### config.mk
export PLATFORM = sky130hd
export DESIGN_NAME = spram_stream_reader
export DESIGN_NICKNAME = d
export VERILOG_FILES = /design/src/rtl/spram_pkg.sv /design/src/rtl/spram_rd_obuf.sv /design/src/rtl/spram_stream_reader.sv
export SDC_FILE = /design/constraint.sdc
export NUM_CORES = 1
export LEC_CHECK = 0
export BUFFER_PORTS_ARGS = -buffer_cell sky130_fd_sc_hd__buf_2
export CORE_MARGIN = 5
export CORE_UTILIZATION = 34
export DETAILED_ROUTE_END_ITERATION = 12
export PLACE_DENSITY = 0.57
export SYNTH_ARGS = -nofsm -noshare
export SYNTH_HDL_FRONTEND = slang
export SYNTH_SLANG_ARGS = --single-unit
### constraint.sdc
create_clock -name clk -period 4.2 [get_ports clk]
set_input_delay 0.42 -clock clk [delete_from_list [all_inputs] [get_ports clk]]
set_output_delay 0.42 -clock clk [all_outputs]
set_load 0.03 [all_outputs]
### src/rtl/spram_pkg.sv
// Shared types for the spram read-side stream initiator: FSM states,
// output-buffer entry layout and the wrapping address increment.
package spram_pkg;

  // Word width carried by the output buffer; the reader's DATA_WIDTH
  // defaults to this value and must match it.
  localparam int PKG_DATA_WIDTH = 8;

  typedef enum logic [1:0] {
    IDLE,
    READ,
    DRAIN
  } rd_state_t;

  typedef struct packed {
    logic [PKG_DATA_WIDTH-1:0] data;
    logic                      last;
  } obuf_entry_t;

  // Next RAM address with wrap at depth-1, valid for non-power-of-2 depths.
  function automatic int wrap_inc(input int addr, input int depth);
    return (addr == depth - 1) ? 0 : addr + 1;
  endfunction

endpackage : spram_pkg

### src/rtl/spram_rd_obuf.sv
// Small flop-based synchronous FIFO holding returned RAM words and their
// last flags until the downstream consumer accepts them.
module spram_rd_obuf
  import spram_pkg::*;
#(
  parameter int OBUF_DEPTH = 4
) (
  input  logic                              clk,
  input  logic                              rst_n,
  input  logic                              push_i,
  input  obuf_entry_t                       push_entry_i,
  input  logic                              pop_i,
  output obuf_entry_t                       head_o,
  output logic [$clog2(OBUF_DEPTH+1)-1:0]   occ_o
);

  localparam int OCC_W = $clog2(OBUF_DEPTH + 1);
  localparam int PTR_W = (OBUF_DEPTH > 1) ? $clog2(OBUF_DEPTH) : 1;

  obuf_entry_t      mem_q [OBUF_DEPTH];
  logic [PTR_W-1:0] wr_ptr_q, wr_ptr_d;
  logic [PTR_W-1:0] rd_ptr_q, rd_ptr_d;
  logic [OCC_W-1:0] occ_q, occ_d;

  function automatic logic [PTR_W-1:0] ptr_inc(input logic [PTR_W-1:0] p);
    return (p == PTR_W'(OBUF_DEPTH - 1)) ? '0 : p + PTR_W'(1);
  endfunction

  // Next pointer and occupancy values; a simultaneous push and pop keeps occ.
  always_comb begin
    // NOTE: every signal gets a default first so no path leaves it unassigned (no latch).
    wr_ptr_d = wr_ptr_q;
    rd_ptr_d = rd_ptr_q;
    occ_d    = occ_q;
    if (push_i) wr_ptr_d = ptr_inc(wr_ptr_q);
    if (pop_i)  rd_ptr_d = ptr_inc(rd_ptr_q);
    if (push_i && !pop_i)      occ_d = occ_q + OCC_W'(1);
    else if (!push_i && pop_i) occ_d = occ_q - OCC_W'(1);
  end

  // Pointer and occupancy registers; reset empties the buffer.
  always_ff @(posedge clk) begin
    // NOTE: sequential state uses non-blocking assignments so all flops update together.
    if (!rst_n) begin
      wr_ptr_q <= '0;
      rd_ptr_q <= '0;
      occ_q    <= '0;
    end else begin
      wr_ptr_q <= wr_ptr_d;
      rd_ptr_q <= rd_ptr_d;
      occ_q    <= occ_d;
    end
  end

  // Entry storage write; contents are only meaningful below occ.
  always_ff @(posedge clk) begin
    // NOTE: storage is deliberately not reset; the pointers alone define what is valid.
    if (push_i) mem_q[wr_ptr_q] <= push_entry_i;
  end

  // Overflow and underflow guards; the reader's credit rule must prevent both.
  always_ff @(posedge clk) begin
    if (rst_n) begin
      assert (!(push_i && !pop_i && occ_q == OCC_W'(OBUF_DEPTH)));
      assert (!(pop_i && occ_q == '0));
    end
  end

  assign head_o = mem_q[rd_ptr_q];
  assign occ_o  = occ_q;

endmodule : spram_rd_obuf

### src/rtl/spram_stream_reader.sv
// Read-side initiator for the single-port RAM: takes (addr, len) commands,
// issues one read per cycle under buffer credit, and streams the words out
// with a last flag on the final beat of each command.
module spram_stream_reader
  import spram_pkg::*;
#(
  parameter int DATA_WIDTH = PKG_DATA_WIDTH,
  parameter int FIFO_DEPTH = 16,
  parameter int ADDR_WIDTH = $clog2(FIFO_DEPTH),
  parameter int LEN_WIDTH  = ADDR_WIDTH + 1,
  parameter int OBUF_DEPTH = 4
) (
  input  logic                  clk,
  input  logic                  rst_n,
  input  logic                  cmd_valid,
  output logic                  cmd_ready,
  input  logic [ADDR_WIDTH-1:0] cmd_addr,
  input  logic [LEN_WIDTH-1:0]  cmd_len,
  output logic                  ram_ena,
  output logic                  ram_wea,
  output logic [ADDR_WIDTH-1:0] ram_addra,
  input  logic [DATA_WIDTH-1:0] ram_douta,
  output logic                  m_valid,
  input  logic                  m_ready,
  output logic [DATA_WIDTH-1:0] m_data,
  output logic                  m_last,
  output logic                  busy
);

  localparam int OCC_W = $clog2(OBUF_DEPTH + 1);

  rd_state_t             state_q;
  logic [ADDR_WIDTH-1:0] cur_addr_q, cur_addr_d;
  logic [ADDR_WIDTH-1:0] ram_addr_q;
  logic [LEN_WIDTH-1:0]  remaining_q;
  logic                  inflight_q;
  logic                  inflight_last_q;

  logic [OCC_W-1:0]      occ;
  logic [OCC_W:0]        committed;
  logic                  issue;
  logic                  final_issue;
  logic                  pop;
  obuf_entry_t           push_entry;
  obuf_entry_t           head;

  // Credit check: buffered words plus the word still in the RAM pipeline
  // must leave room for the read issued this cycle.
  always_comb begin
    committed   = {1'b0, occ} + (OCC_W + 1)'(inflight_q);
    issue       = (state_q == READ) && (committed < (OCC_W + 1)'(OBUF_DEPTH));
    final_issue = issue && (remaining_q == LEN_WIDTH'(1));
    cur_addr_d  = ADDR_WIDTH'(wrap_inc(int'(cur_addr_q), FIFO_DEPTH));
  end

  // Command FSM with address/length tracking and the one-deep read pipeline tag.
  always_ff @(posedge clk) begin
    if (!rst_n) begin
      state_q         <= IDLE;
      cur_addr_q      <= '0;
      ram_addr_q      <= '0;
      remaining_q     <= '0;
      inflight_q      <= 1'b0;
      inflight_last_q <= 1'b0;
    end else begin
      inflight_q      <= issue;
      inflight_last_q <= final_issue;
      if (issue) begin
        ram_addr_q  <= cur_addr_q;
        cur_addr_q  <= cur_addr_d;
        remaining_q <= remaining_q - LEN_WIDTH'(1);
      end
      unique case (state_q)
        IDLE: begin
          if (cmd_valid && cmd_len != '0) begin
            cur_addr_q  <= cmd_addr;
            remaining_q <= cmd_len;
            state_q     <= READ;
          end
        end
        READ: begin
          if (final_issue) state_q <= DRAIN;
        end
        DRAIN: begin
          if (pop && head.last) state_q <= IDLE;
        end
        default: state_q <= IDLE;
      endcase
    end
  end

  // Returned word is captured unconditionally the cycle after its read.
  assign push_entry.data = ram_douta;
  assign push_entry.last = inflight_last_q;

  spram_rd_obuf #(
    .OBUF_DEPTH (OBUF_DEPTH)
  ) u_obuf (
    .clk          (clk),
    .rst_n        (rst_n),
    .push_i       (inflight_q),
    .push_entry_i (push_entry),
    .pop_i        (pop),
    .head_o       (head),
    .occ_o        (occ)
  );

  assign pop       = m_valid && m_ready;
  assign m_valid   = (occ != '0);
  assign m_data    = m_valid ? head.data : '0;
  assign m_last    = m_valid && head.last;

  assign cmd_ready = (state_q == IDLE);
  assign busy      = (state_q != IDLE);

  assign ram_ena   = issue;
  assign ram_wea   = 1'b0;
  assign ram_addra = issue ? cur_addr_q : ram_addr_q;

endmodule : spram_stream_reader

==> impl_metrics.ini <==
[status]
outcome = completed

[drt]
routed-via-count = 1632
drt-pass1-iter-count = 4
drc = 0
drtIter0Drc = 47
drt_wl_total_mm = 4.864
antenna_left = 0
viasPerCell = 4.676
avgRoutedWirePerCell_um = 13.94

[placement]
detailedPlacementHpwl_mm = 3.500
globalplace.congestion = 0.7344
port_buffers = 37

[clocking]
insertion_delay_ns = 0.33
cts_setup_buffers = 0
cts_sinks = 62
cts_max_level = 3
clkSlewWorstSetupHoldPaths_ns = 0.07
ctsHoldBuffers = 0
postCtsResizedCells = 0
cts_buffer_depth = 2
cts-root-buf = clkbuf_8
numCtsBuffers = 9
cts_tree = built

[sta]
tns_ns = 0
setup_viol = 0
worst_pin_slew_ns = 0.9259
skew_ns = 0.006194
rsz0062_at_grt = no
post-route-period-util = 0.6184
finalWorstPathRequiredPeriod_ns = 2.597
maxSlewViolCount = 0
holdWs_ns = 0.3066
finalHoldViolCount = 0
max_freq_mhz = 385.0
slew-limit-headroom = 0.3801

[power_and_ir_drop]
vdd_ir_drop_max_v = 0.0002538
p_leak_uw = 0.001206
p_per_area_mw_per_mm2 = 603.1

[logic_synthesis]
yosysUniqueCellTypes = 36
syn_avg_cell_area_sq_um = 13.19
syn_area_sq_mm = 0.002665
dominantRegCellSynth = edfxtp_1
synthArstFlopShare = 0
synth_common_cells = 36 x edfxtp_1, 26 x dfxtp_1, 18 x and2_1
yosysWarnings = 0
synth_top_area_cell = edfxtp_1
synthTopCellsByArea = edfxtp_1 41%, dfxtp_1 20%, mux4_2 7.6%
ys_seq_area_frac = 0.6009
synth_edf_count = 36
yosys.area.top_type_share = 0.4056
synth_cells = 202
ys_ff_latch = 62
syn-num-nets = 233
synth.most_common_cell = edfxtp_1

[global_route]
grt_util_all_layers = 0.1046
grt_pass1_wl_mm = 8.031
grt_pass1_vias = 1659
use_met2 = 0.1638
gr-total-overflow = 0
antenna_found_initial = 1
grt_start_max_net_pins = 15
grt_use_met1 = 0.1320
grt-busiest-layer = met2
grt_util_met3 = 0.04459

[setup_path]
crit_type = register to primary output
reg2regPathDepth = 8
cp.arrival_ns = 2.18
startpoint_type = register
required_ns = 3.78
cp_max_fo = 7
cp-end-kind = primary output

[cells_and_area]
antennaDiodeCount = 0
regArea_sq_mm = 0.001602
area_growth_pct = 19.11
nFillCells = 761
layout-drive-gt1-share = 0.2834
multiInputGateArea_sq_um = 989.7
finalNetCount = 273

[floorplan]
core_area_sq_mm = 0.007687
rows = 32
initial_core_util = 0.3467
die-area_sq_mm = 0.009709
die_h_um = 98.54
fp.dieW_um = 98.54
ios = 39

[min_path]
hp-class = input port to register
hold_path_depth = 1

[run]
drv_cap = 0
[kinds of logic after synthesis]
logic type | after synthesis | share of synthesized area
compound gates | 25 | 0.06385
buf+inv | 17 | 0.02770
simple gates | 64 | 0.1291
flops | 62 | 0.6009
mux | 16 | 0.1042
other cells | 1 | 0.001407
xor+xnor | 7 | 0.02301
fa+ha+maj | 10 | 0.04977
[through the flow]
| stage | total power, uW | cell area [sq um] | worst slack (ns) | utilization | std cells |
|---|---|---|---|---|---|
| finish | 1914 | 3174 | 1.603 | 0.4129 | 349 |
| CTS | 1944 | 3174 | 1.568 | 0.4129 | 349 |
| global placement | 1317 | 2938 | 1.849 | 0.3822 | 333 |
| floorplan | 1179 | 2665 | 2.096 | - | 202 |
| detailed placement | 1322 | 2938 | 1.800 | 0.3822 | 333 |
| global route | 2026 | 3174 | 1.325 | 0.4129 | 349 |
[cells in the final DEF (no fill, tap or decap), types with 3 or more instances in the layout]
| cell | n |
|---|---|
| buf_2 | 37 |
| edfxtp_1 | 36 |
| dfxtp_1 | 26 |
| and2_1 | 18 |
| nor2_1 | 11 |
| nand2_1 | 10 |
| nand3_1 | 9 |
| mux4_2 | 9 |
| ha_1 | 9 |
| clkbuf_8 | 9 |
| inv_1 | 8 |
| a21oi_1 | 8 |
| o21ai_0 | 7 |
| or3_1 | 5 |
| xor2_1 | 5 |
| mux2_2 | 4 |
| nor3_1 | 4 |
| mux2i_1 | 3 |
| bufinv_16 | 3 |
[area by class of cell]
class | instances | area share
Tap cell | 102 | 0.04020
Inverter | 9 | 0.01064
Timing Repair Buffer | 37 | 0.05834
Clock inverter | 6 | 0.03429
Sequential cell | 62 | 0.5045
Multi-Input combinational cell | 123 | 0.3118
Clock buffer | 10 | 0.04020
[report_power, final]
| part | internal (uW) | switching [uW] |
|---|---|---|
| registers | 697 | 64.6 |
| logic | 211 | 326 |
| clock network | 394 | 222 |
[metal layers]
metal  up-vias  share of wire
li1        817              -
met1       771           0.47
met2        38           0.47
met3         4          0.062
met4         2         0.0033
met5         -         0.0027
[state kept, by name, summed over array words and instances, names as in the netlist, named ones only]
name and count:
u_obuf.mem_q 36, remaining_q 5, cur_addr_q 4, ram_addr_q 4, u_obuf.occ_o 3, state_q 2, u_obuf.rd_ptr_q 2, u_obuf.wr_ptr_q 2
inflight_last_q 1, inflight_q 1
[path summary, 6_finish.rpt]
check / from / to / slack, ns
max: state_q[0] / ram_addra[1] / 1.60
min: ram_douta[4] / u_obuf.mem_q[3][5] / 0.31
max reg2reg: u_obuf.occ_o[2] / u_obuf.occ_o[2] / 1.81
min reg2reg: inflight_last_q / u_obuf.mem_q[3][0] / 0.48
[critical path: stages, from the launching register on]
cell     delay [ns]
dfxtp_1        0.35
nor3b_1        0.48
nand2_1        0.29
inv_2          0.20
mux2_2         0.36
buf_2          0.18
Note: power is estimated with default switching activity, not from simulation.
